--- config.mk ---
export PLATFORM = sky130hd
export DESIGN_NAME = ifid_pipe_ctrl_flat
export DESIGN_NICKNAME = d
export VERILOG_FILES = /design/src/rtl/ifid_pipe_ctrl_pkg.sv /design/src/rtl/ifid_pipe_ctrl_if.sv /design/src/rtl/ifid_pipe_ctrl_hazard_detect.sv /design/src/rtl/ifid_pipe_ctrl.sv /design/src/flat_wrapper.sv
export SDC_FILE = /design/constraint.sdc
export NUM_CORES = 1
export LEC_CHECK = 0
export CAP_MARGIN = 20
export CORE_MARGIN = 5
export CORE_UTILIZATION = 56
export DETAILED_ROUTE_END_ITERATION = 8
export DONT_BUFFER_PORTS = 1
export PLACE_DENSITY = 0.73
export SETUP_SLACK_MARGIN = 0.15
export SLEW_MARGIN = 20
export SYNTH_ARGS = -nofsm -noshare
export SYNTH_HDL_FRONTEND = slang
export SYNTH_SLANG_ARGS = --single-unit
export TNS_END_PERCENT = 1
--- constraint.sdc ---
create_clock -name clk -period 1.8 [get_ports clk]
set_input_delay 0.18 -clock clk [delete_from_list [all_inputs] [get_ports clk]]
set_output_delay 0.18 -clock clk [all_outputs]
set_load 0.01 [all_outputs]
--- src/rtl/ifid_pipe_ctrl_pkg.sv ---
// Shared pipeline definitions: opcodes, the bubble instruction and the
// IF/ID controller state encoding.
package pipe_pkg;

    localparam logic [6:0] OP_LOAD   = 7'd3;
    localparam logic [6:0] OP_STORE  = 7'd35;
    localparam logic [6:0] OP_BRANCH = 7'd99;
    localparam logic [6:0] OP_IMM    = 7'd19;
    localparam logic [6:0] OP_REG    = 7'd51;

    localparam logic [31:0] NOP_INSN = 32'h0000_0013;

    typedef enum logic [1:0] {
        RUN      = 2'd0,
        WAIT_MEM = 2'd1,
        FLUSH    = 2'd2
    } state_e;

    function automatic logic reads_rs1(input logic [6:0] op);
        case (op)
            OP_LOAD, OP_STORE, OP_BRANCH, OP_IMM, OP_REG: return 1'b1;
            default: return 1'b0;
        endcase
    endfunction

    function automatic logic reads_rs2(input logic [6:0] op);
        case (op)
            OP_STORE, OP_BRANCH, OP_REG: return 1'b1;
            default: return 1'b0;
        endcase
    endfunction

endpackage

--- src/rtl/ifid_pipe_ctrl_if.sv ---
// Fetch handshake, IF/ID register view and hazard/redirect signals seen by
// the IF/ID controller.
interface ifid_pipe_ctrl_if #(
    parameter int XLEN  = 32,
    parameter int CNT_W = 16
);
    logic                if_valid;
    logic [XLEN-1:0]     if_pc;
    logic [XLEN-1:0]     if_instr;
    logic                if_ready;
    logic [2*XLEN-1:0]   ifid_reg;
    logic                ifid_valid;
    logic                idex_memread;
    logic [4:0]          idex_rd;
    logic                ex_branch_taken;
    logic                dmem_busy;
    logic                pc_write;
    logic                idex_bubble;
    logic [CNT_W-1:0]    stall_cnt;

    modport master (
        output if_valid, if_pc, if_instr, idex_memread, idex_rd,
               ex_branch_taken, dmem_busy,
        input  if_ready, ifid_reg, ifid_valid, pc_write, idex_bubble, stall_cnt
    );

    modport slave (
        input  if_valid, if_pc, if_instr, idex_memread, idex_rd,
               ex_branch_taken, dmem_busy,
        output if_ready, ifid_reg, ifid_valid, pc_write, idex_bubble, stall_cnt
    );
endinterface

--- src/rtl/ifid_pipe_ctrl_hazard_detect.sv ---
// Load-use hazard detection between the instruction in IF/ID and a load in EX.
module hazard_detect
    import pipe_pkg::*;
(
    input  logic [6:0] opcode_i,
    input  logic [4:0] rs1_i,
    input  logic [4:0] rs2_i,
    input  logic       ifid_valid_i,
    input  logic       idex_memread_i,
    input  logic [4:0] idex_rd_i,
    output logic       hazard_o
);
    logic rs1_hit;
    logic rs2_hit;

    assign rs1_hit  = reads_rs1(opcode_i) & (rs1_i == idex_rd_i);
    assign rs2_hit  = reads_rs2(opcode_i) & (rs2_i == idex_rd_i);
    // x0 is never really written, so a load targeting it cannot create a dependency
    assign hazard_o = idex_memread_i & (idex_rd_i != 5'd0) & ifid_valid_i
                    & (rs1_hit | rs2_hit);
endmodule

--- src/rtl/ifid_pipe_ctrl.sv ---
// IF/ID pipeline register with its load/hold/bubble controller, fetch and
// ID/EX stall controls and a saturating stall-cycle counter.
module ifid_pipe_ctrl #(
    parameter int              XLEN         = 32,
    parameter logic [XLEN-1:0] NOP_INSN     = XLEN'(pipe_pkg::NOP_INSN),
    parameter int              FLUSH_CYCLES = 1,
    parameter int              CNT_W        = 16
) (
    input logic             clk,
    input logic             reset,
    ifid_pipe_ctrl_if.slave bus
);
    import pipe_pkg::*;

    localparam logic [2:0] FLUSH_INIT = 3'(FLUSH_CYCLES - 1);

    state_e           state_q;
    logic [XLEN-1:0]  pc_q;
    logic [XLEN-1:0]  instr_q;
    logic             valid_q;
    logic [2:0]       flush_cnt_q;
    logic [CNT_W-1:0] stall_cnt_q;
    logic [CNT_W-1:0] stall_cnt_d;

    logic hazard;
    logic branch;
    logic busy;
    logic ready;

    hazard_detect u_hazard (
        .opcode_i       (instr_q[6:0]),
        .rs1_i          (instr_q[19:15]),
        .rs2_i          (instr_q[24:20]),
        .ifid_valid_i   (valid_q),
        .idex_memread_i (bus.idex_memread),
        .idex_rd_i      (bus.idex_rd),
        .hazard_o       (hazard)
    );

    assign branch = bus.ex_branch_taken;
    assign busy   = bus.dmem_busy;
    assign ready  = (state_q == RUN) & ~branch & ~busy & ~hazard & ~reset;

    assign bus.if_ready    = ready;
    assign bus.pc_write    = ready | branch;
    // ID/EX is frozen while memory is busy, so only a redirect forces a bubble then
    assign bus.idex_bubble = branch | (~busy & (hazard | (state_q == FLUSH)));
    assign bus.ifid_reg    = {pc_q, instr_q};
    assign bus.ifid_valid  = valid_q;
    assign bus.stall_cnt   = stall_cnt_q;

    always_comb begin
        stall_cnt_d = stall_cnt_q;
        if (((state_q != RUN) | hazard | busy) && (stall_cnt_q != '1)) begin
            stall_cnt_d = stall_cnt_q + CNT_W'(1);
        end
    end

    always_ff @(posedge clk) begin
        if (reset) begin
            state_q     <= RUN;
            pc_q        <= '0;
            instr_q     <= NOP_INSN;
            valid_q     <= 1'b0;
            flush_cnt_q <= '0;
            stall_cnt_q <= '0;
        end else begin
            stall_cnt_q <= stall_cnt_d;
            // A taken branch squashes IF/ID from any state
            if (branch) begin
                instr_q     <= NOP_INSN;
                valid_q     <= 1'b0;
                flush_cnt_q <= FLUSH_INIT;
                state_q     <= (FLUSH_CYCLES > 1) ? FLUSH : RUN;
            end else begin
                case (state_q)
                    FLUSH: begin
                        if (flush_cnt_q <= 3'd1) begin
                            flush_cnt_q <= '0;
                            state_q     <= RUN;
                        end else begin
                            flush_cnt_q <= flush_cnt_q - 3'd1;
                        end
                    end
                    WAIT_MEM: begin
                        if (!busy) begin
                            state_q <= RUN;
                        end
                    end
                    default: begin
                        if (busy) begin
                            state_q <= WAIT_MEM;
                        end else if (!hazard) begin
                            if (bus.if_valid) begin
                                pc_q    <= bus.if_pc;
                                instr_q <= bus.if_instr;
                                valid_q <= 1'b1;
                            end else begin
                                instr_q <= NOP_INSN;
                                valid_q <= 1'b0;
                            end
                        end
                    end
                endcase
            end
        end
    end
endmodule

--- src/flat_wrapper.sv ---
// flat-port wrapper written by rule: the top's interface ports become plain ports
module ifid_pipe_ctrl_flat import pipe_pkg::*;
#(
    parameter int              XLEN         = 32,
    parameter logic [XLEN-1:0] NOP_INSN     = XLEN'(pipe_pkg::NOP_INSN),
    parameter int              FLUSH_CYCLES = 1,
    parameter int              CNT_W        = 16
)
  (clk, reset, bus_if_valid, bus_if_pc, bus_if_instr, bus_idex_memread, bus_idex_rd, bus_ex_branch_taken, bus_dmem_busy, bus_if_ready, bus_ifid_reg, bus_ifid_valid, bus_pc_write, bus_idex_bubble, bus_stall_cnt);
  ifid_pipe_ctrl_if #(.XLEN(XLEN), .CNT_W(CNT_W)) bus_i ();
  input logic clk;
  input logic reset;
  input wire logic [$bits(bus_i.if_valid)-1:0] bus_if_valid;
  input wire logic [$bits(bus_i.if_pc)-1:0] bus_if_pc;
  input wire logic [$bits(bus_i.if_instr)-1:0] bus_if_instr;
  input wire logic [$bits(bus_i.idex_memread)-1:0] bus_idex_memread;
  input wire logic [$bits(bus_i.idex_rd)-1:0] bus_idex_rd;
  input wire logic [$bits(bus_i.ex_branch_taken)-1:0] bus_ex_branch_taken;
  input wire logic [$bits(bus_i.dmem_busy)-1:0] bus_dmem_busy;
  output wire logic [$bits(bus_i.if_ready)-1:0] bus_if_ready;
  output wire logic [$bits(bus_i.ifid_reg)-1:0] bus_ifid_reg;
  output wire logic [$bits(bus_i.ifid_valid)-1:0] bus_ifid_valid;
  output wire logic [$bits(bus_i.pc_write)-1:0] bus_pc_write;
  output wire logic [$bits(bus_i.idex_bubble)-1:0] bus_idex_bubble;
  output wire logic [$bits(bus_i.stall_cnt)-1:0] bus_stall_cnt;
  assign bus_i.if_valid = bus_if_valid;
  assign bus_i.if_pc = bus_if_pc;
  assign bus_i.if_instr = bus_if_instr;
  assign bus_i.idex_memread = bus_idex_memread;
  assign bus_i.idex_rd = bus_idex_rd;
  assign bus_i.ex_branch_taken = bus_ex_branch_taken;
  assign bus_i.dmem_busy = bus_dmem_busy;
  assign bus_if_ready = bus_i.if_ready;
  assign bus_ifid_reg = bus_i.ifid_reg;
  assign bus_ifid_valid = bus_i.ifid_valid;
  assign bus_pc_write = bus_i.pc_write;
  assign bus_idex_bubble = bus_i.idex_bubble;
  assign bus_stall_cnt = bus_i.stall_cnt;
  ifid_pipe_ctrl #(.XLEN(XLEN), .NOP_INSN(NOP_INSN), .FLUSH_CYCLES(FLUSH_CYCLES), .CNT_W(CNT_W)) u_core (.clk(clk), .reset(reset), .bus(bus_i));
endmodule
==> impl_metrics.py, run 1 <==
metrics = {
    "global_route": {
        "top_usage_layer": "met2",
        "grt_usage": 0.254,
        "grt_pass1_vias": 3240,
        "use_met2": 0.457,
        "grt_use_met1": 0.279,
        "antenna_found_initial": 0,
        "overflow": 0,
        "grt_max_degree": 48,
        "use_met3": 0.0781,
        "grt_pass1_wl_um": 15300,
    },
    "clock_network": {
        "cts_max_path_buffers": 2,
        "cts_tree": "done",
        "cts.sinks": 82,
        "clock_latency_ns": 0.35,
        "path_clk_slew_ns": 0.08,
        "h-tree-depth": 3,
        "ctsRootBufferMaster": "clkbuf_8",
        "numCtsBuffers": 9,
    },
    "placement": {
        "place.gp.congestion": 0.769,
        "dp.cells": 488,
        "hpwl_um": 6410,
        "port_buffers": 0,
    },
    "floorplanning": {
        "die_w_um": 88.1,
        "ios": 159,
        "fp-row-count": 28,
        "die-area_sq_um": 7760,
        "die_y_um": 88.1,
        "initial_utilization": 0.577,
        "coreArea_sq_um": 5920,
    },
    "detailed_routing": {
        "wl_um": 9910,
        "wire_per_inst_um": 18.0,
        "ant_nets": 0,
        "vias_per_cell": 5.66,
        "first_pass_iters": 5,
        "drc": 0,
        "drt_iter0_markers": 155,
        "num_vias": 3112,
    },
    "logic_synthesis": {
        "synth_seq_cells": 82,
        "yosysUniqueCellTypes": 39,
        "netlist_area_sq_um": 3420,
        "synthesis.nets": 460,
        "synth_warnings": 0,
        "syn_area_per_cell_sq_um": 8.92,
        "synthCells": 383,
        "synth_seq_area_share": 0.480,
    },
    "run_status": {
        "outcome": "finished, violations left",
        "violations": "hold timing, setup timing",
    },
    "setup_path": {
        "crit_path_start": "u_core.instr_q[15]",
        "critical_path.startpoint_type": "flip-flop",
        "crit_arrival_ns": 1.83,
        "r2r_cells": 7,
        "r2r-end": "u_core.bus.stall_cnt[14]",
        "critical_path_class": "flip-flop to output port",
        "required_ns": 1.62,
        "crit_fanout": 4,
        "reg2reg_setup_slack_ns": -0.16,
        "crit_end": "bus_pc_write",
        "r2r_start": "u_core.instr_q[2]",
        "endpoint_kind": "output port",
    },
    "cells_and_area": {
        "drive_above_1_share": 0.238,
        "antenna_cells": 0,
        "layout.nets": 547,
        "syn2layout_area_growth_pct": 36.0,
        "postLayoutCoreUtil": 0.785,
        "final_cells": 550,
    },
    "timing": {
        "setup-violations-final": 67,
        "worstMarginPinSlew_ns": 1.04,
        "rsz0062_at_grt": "yes",
        "hold_ws_ns": -0.00943,
        "slew_headroom": 0.305,
        "hold_viol": 4,
        "drv_slew": 0,
        "fin_crit_ns": 2.01,
        "worst_slack_ns": -0.213,
        "final.period_utilization": 1.12,
        "fin_skew_ns": 0.00999,
        "fin_setup_tns_ns": -4.68,
        "fmaxAchievable_mhz": 497,
    },
    "hold_path": {
        "holdCritPathClass": "input pin to flip-flop",
        "worstHoldPathCells": 2,
    },
    "power": {
        "total_power_w": 0.00370,
        "switchingPower_w": 0.000927,
        "p_leak_nw": 1.66,
        "power_density_nw_per_um2": 796,
        "p_int_w": 0.00277,
        "ir_worst_vdd_uv": 700,
        "power_frac_seq": 0.517,
        "netSwitchingFraction": 0.250,
        "combPwrFrac": 0.123,
        "clkPwrFrac": 0.360,
    },
    "run": {
        "maxCapViolCount": 0,
    },
}
[area by class of cell]
type	count	area, sq um
Clock inverter	4	50.0
Sequential cell	82	1670
Inverter	5	18.8
Multi-Input combinational cell	271	1740
Fill cell	401	1270
Tap cell	75	93.8
Timing Repair Buffer	101	928
Clock buffer	12	145
[cell families after synthesis]
| logic type | share of synthesized area |
|---|---|
| DFF | 0.480 |
| muxes | 0.0967 |
| xor gates and xnor gates | 0.0308 |
| adders and majority gates | 0.00732 |
| buffers and inverters | 0.0421 |
| and+or+nand+nor | 0.219 |
| AOI/OAI and AO/OA | 0.123 |
[metrics by stage]
step	cell area [sq um]	hold slack, ns	setup slack, ns
2_1_floorplan	3500	0.305	0.0604
3_3_place_gp	3900	0.251	-0.0268
3_5_place_dp	3900	0.248	-0.0954
4_1_cts	4590	0.00000522	-0.184
5_1_grt	4650	0.00450	-0.342
6_report	4650	-0.00943	-0.213
[power groups by stage]
stage               combinational, W  sequential [W]  clock, W
global route                0.000491         0.00192   0.00144
CTS                         0.000435         0.00191   0.00135
floorplan                   0.000239         0.00196         0
finish                      0.000454         0.00191   0.00133
detailed placement          0.000318         0.00196         0
global placement            0.000308         0.00195         0
[Yosys cell counts]
library cell / n / area, sq um
inv_1: 5 / 18.8
or2_2: 4 / 25.0
or4_1: 4 / 30.0
a21oi_1: 44 / 220
mux2i_1: 33 / 330
and4bb_1: 1 / 12.5
or3_1: 8 / 50.1
nand4_1: 5 / 31.3
nand2b_1: 1 / 6.26
a21oi_4: 1 / 16.3
buf_6: 2 / 22.5
a211o_1: 1 / 8.76
buf_1: 2 / 7.51
nor2_1: 44 / 165
o31ai_1: 4 / 30.0
xor2_1: 2 / 17.5
o22ai_4: 1 / 20.0
a211oi_4: 1 / 20.0
clkbuf_1: 14 / 52.6
xnor2_1: 10 / 87.6
o22ai_1: 1 / 6.26
a31o_2: 1 / 8.76
or2_0: 1 / 6.26
a21boi_2: 1 / 11.3
buf_2: 4 / 20.0
o21ai_0: 5 / 25.0
o21ai_1: 4 / 20.0
dfxtp_1: 82 / 1640
ha_1: 2 / 25.0
a31oi_1: 1 / 6.26
nand2_2: 1 / 6.26
nor4b_1: 3 / 26.3
buf_4: 3 / 22.5
nand3_1: 38 / 190
a21o_1: 1 / 7.51
and4_4: 2 / 22.5
a31oi_4: 1 / 21.3
nor3_1: 7 / 35.0
nand2_1: 38 / 143
[worst min path at each step]
stage                    startpoint                      end  slack [ns]
CTS                 bus_if_instr[7]        u_core.instr_q[7]    0.000005
global route           bus_if_valid        u_core.instr_q[9]       0.005
finish                bus_if_pc[22]          u_core.pc_q[22]      -0.009
floorplan           bus_if_instr[0]        u_core.instr_q[0]        0.30
global placement              reset  u_core.bus.stall_cnt[9]        0.25
detailed placement            reset  u_core.bus.stall_cnt[7]        0.25
[worst max-delay path, cell delays in order (launching register included)]
cell and delay [ns]:
dfxtp_1 0.35, xnor2_1 0.21, nand4_1 0.17, o22ai_4 0.21
a211o_1 0.23, nor2_2 0.06, or2_4 0.26
[cells in the final DEF, fill, tap and decap left out, types with 2 or more instances in the layout]
master	count
buf_12	4
nor4b_1	3
buf_4	51
or2_2	3
and4_4	2
mux2i_1	33
inv_4	2
dfxtp_4	4
o21ai_1	4
dfxtp_2	9
o31ai_1	4
clkbuf_8	10
inv_1	5
or4_1	4
xor2_1	2
dfxtp_1	69
buf_6	4
or3_1	8
nand2_1	38
nor3_1	6
a21oi_2	4
clkbuf_1	2
o21ai_0	5
nand4_1	5
xnor2_1	6
a21oi_1	40
nand3_2	2
xnor2_2	4
dlygate4sd3_1	42
nand3_1	35
nor2_1	43
[flip-flops by register name, summed over array words and instances (netlist names)]
signal                 flops
u_core.bus.ifid_valid      1
u_core.pc_q               32
u_core.instr_q            32
u_core.bus.stall_cnt      16
u_core.state_q             1
[timing repair]
| action | in CTS | in global routing |
|---|---|---|
| hold endpoints to repair | 78 | 1 |
| hold buffers | 42 | 1 |
| pin swaps | 47 | 20 |
| gates resized for setup | 9 | 8 |
| endpoints found under the setup margin | 84 | 84 |
| setup buffers | 2 | 1 |
[routing by layer]
metal,wire length (um),vias up
li1,-,1499
met1,3590,1448
met2,5160,146
met3,983,19
met4,169,0
met5,0,-
Power figures use the tool's default switching activity.
==> run 2, diff against run 1 <==
--- a/config.mk
+++ b/config.mk
@@ -11,6 +11,7 @@
 export DETAILED_ROUTE_END_ITERATION = 8
 export DONT_BUFFER_PORTS = 1
 export PLACE_DENSITY = 0.73
+export RECOVER_POWER = 100
 export SETUP_SLACK_MARGIN = 0.15
 export SLEW_MARGIN = 20
 export SYNTH_ARGS = -nofsm -noshare
==> impl_metrics.py, run 2 (synthesis results as in run 1) <==
metrics = {
    "run_status": {
        "outcome": "finished, violations left",
        "violations": "hold timing, setup timing",
    },
    "timing": {
        "rsz0062_at_grt": "yes",
        "slew_headroom": 0.323,
        "setup-violations-final": 66,
        "fmaxAchievable_mhz": 499,
        "hold_ws_ns": -0.00460,
        "hold_viol": 1,
        "fin_setup_tns_ns": -4.63,
        "worst_slack_ns": -0.204,
        "fin_crit_ns": 2.00,
        "final.period_utilization": 1.11,
        "worstMarginPinSlew_ns": 1.01,
        "fin_skew_ns": 0.0107,
        "drv_slew": 0,
    },
    "clock_network": {
        "path_clk_slew_ns": 0.08,
        "h-tree-depth": 3,
        "cts.sinks": 82,
        "cts_tree": "done",
        "numCtsBuffers": 9,
        "cts_max_path_buffers": 2,
        "ctsRootBufferMaster": "clkbuf_8",
        "clock_latency_ns": 0.34,
    },
    "setup_path": {
        "endpoint_kind": "output port",
        "critical_path_class": "flip-flop to output port",
        "reg2reg_setup_slack_ns": -0.16,
        "required_ns": 1.62,
        "worstPathCellList": "xnor2_1 > nand4_1 > o22ai_4 > a211o_1 > nor2_2 > or2_4",
        "cpPeakStageDelay_ns": 0.34,
        "path_buf_inv": 0,
        "worst_path_max_delay_cell": "dfxtp_1",
        "crit_fanout": 4,
        "r2r_cells": 7,
        "crit_arrival_ns": 1.82,
        "r2r_start": "u_core.instr_q[2]",
        "critical_path.startpoint_type": "flip-flop",
        "r2r-end": "u_core.bus.stall_cnt[14]",
        "cp_top_family": "simple AND/OR/NAND/NOR gates",
    },
    "global_route": {
        "overflow": 0,
        "grt_pass1_wl_um": 15300,
        "grt_max_degree": 48,
        "grt_usage": 0.254,
        "antenna_found_initial": 0,
        "grt_pass1_vias": 3240,
    },
    "cells_and_area": {
        "final_cells": 550,
        "antenna_cells": 0,
        "layout_common_cells": "dfxtp_1, nor2_1, dlygate4sd3_1, buf_4, a21oi_1",
        "syn2layout_area_growth_pct": 35.0,
        "drive_above_1_share": 0.215,
        "final_common_cell": "dfxtp_1",
        "layout.nets": 547,
    },
    "floorplanning": {
        "die-area_sq_um": 7760,
        "initial_utilization": 0.577,
        "coreArea_sq_um": 5920,
        "die_w_um": 88.1,
        "ios": 159,
        "fp-row-count": 28,
        "die_y_um": 88.1,
    },
    "hold_path": {
        "worstHoldPathCells": 2,
        "holdCritPathClass": "input pin to flip-flop",
        "holdPathEnd": "u_core.pc_q[22]",
        "min_from": "bus_if_pc[22]",
    },
    "detailed_routing": {
        "vias_per_cell": 5.65,
        "drt_iter0_markers": 130,
        "first_pass_iters": 4,
        "wl_um": 9870,
        "num_vias": 3106,
        "wire_per_inst_um": 18.0,
        "ant_nets": 0,
        "drc": 0,
    },
    "power": {
        "combPwrFrac": 0.123,
        "switchingPower_w": 0.000922,
        "power_density_nw_per_um2": 801,
        "clkPwrFrac": 0.359,
        "p_int_w": 0.00277,
        "ir_worst_vdd_uv": 701,
        "netSwitchingFraction": 0.249,
        "p_leak_nw": 1.62,
        "power_frac_seq": 0.518,
    },
    "placement": {
        "hpwl_um": 6410,
        "place_ws_ns": -0.0954,
        "place.gp.congestion": 0.769,
        "port_buffers": 0,
        "dp.cells": 488,
    },
    "run": {
        "maxCapViolCount": 0,
    },
}
[run 2: cell types whose count changed in the layout (fill, tap and decap cells not counted)]
cell / previous run / this run
buf_4: 51 / 42
clkbuf_1: 2 / 11
dfxtp_1: 69 / 71
dfxtp_2: 9 / 7
[run 2: worst max path at each step]
| stage | slack, ns | start | endpoint | cells past startpoint |
|---|---|---|---|---|
| floorplan | 0.06 | u_core.bus.stall_cnt[8] | u_core.bus.stall_cnt[1] | 8 |
| global placement | -0.03 | u_core.bus.stall_cnt[7] | u_core.bus.stall_cnt[1] | 7 |
| detailed placement | -0.1 | u_core.bus.stall_cnt[0] | u_core.bus.stall_cnt[1] | 8 |
| CTS | -0.18 | u_core.instr_q[16] | bus_pc_write | 6 |
| global route | -0.34 | u_core.instr_q[19] | bus_pc_write | 6 |
| finish | -0.20 | u_core.instr_q[15] | bus_pc_write | 6 |
[run 2: area by class of cell]
cell class,instances,area [sq um]
multi-input cells,271,1740
clock inverters,4,50.0
flip-flops and latches,82,1670
clock buffers,12,145
repair buffers,101,895
fillers,407,1310
well taps,75,93.8
inverters,5,18.8
[run 2: through the flow]
stage	total power, W	utilization	area (sq um)
floorplan	0.00220	-	3500
global placement	0.00226	0.658	3900
detailed placement	0.00227	0.658	3900
CTS	0.00370	0.775	4590
global route	0.00385	0.779	4610
finish	0.00369	0.779	4610
[run 2: metal layers]
metal / GRT usage / routed length, um / vias to the layer above
met5: 0 / 0 / -
met4: 0.0975 / 199 / 0
met3: 0.0781 / 968 / 20
met1: 0.279 / 3600 / 1439
met2: 0.457 / 5100 / 145
li1: - / - / 1502
[run 2: power by group through the flow]
stage	combinational, W	clock, W	sequential [W]
floorplan	0.000239	0	0.00196
global placement	0.000308	0	0.00195
detailed placement	0.000318	0	0.00196
CTS	0.000435	0.00135	0.00191
global route	0.000489	0.00144	0.00192
finish	0.000453	0.00133	0.00191
[run 2: timing repair]
action / 4_1_cts / 5_1_grt
resized for setup: 9 / 8
setup endpoints to repair: 84 / 84
endpoints found under the hold margin: 78 / 1
hold buffers: 42 / 1
pin swaps: 47 / 20
setup buffers: 2 / 1
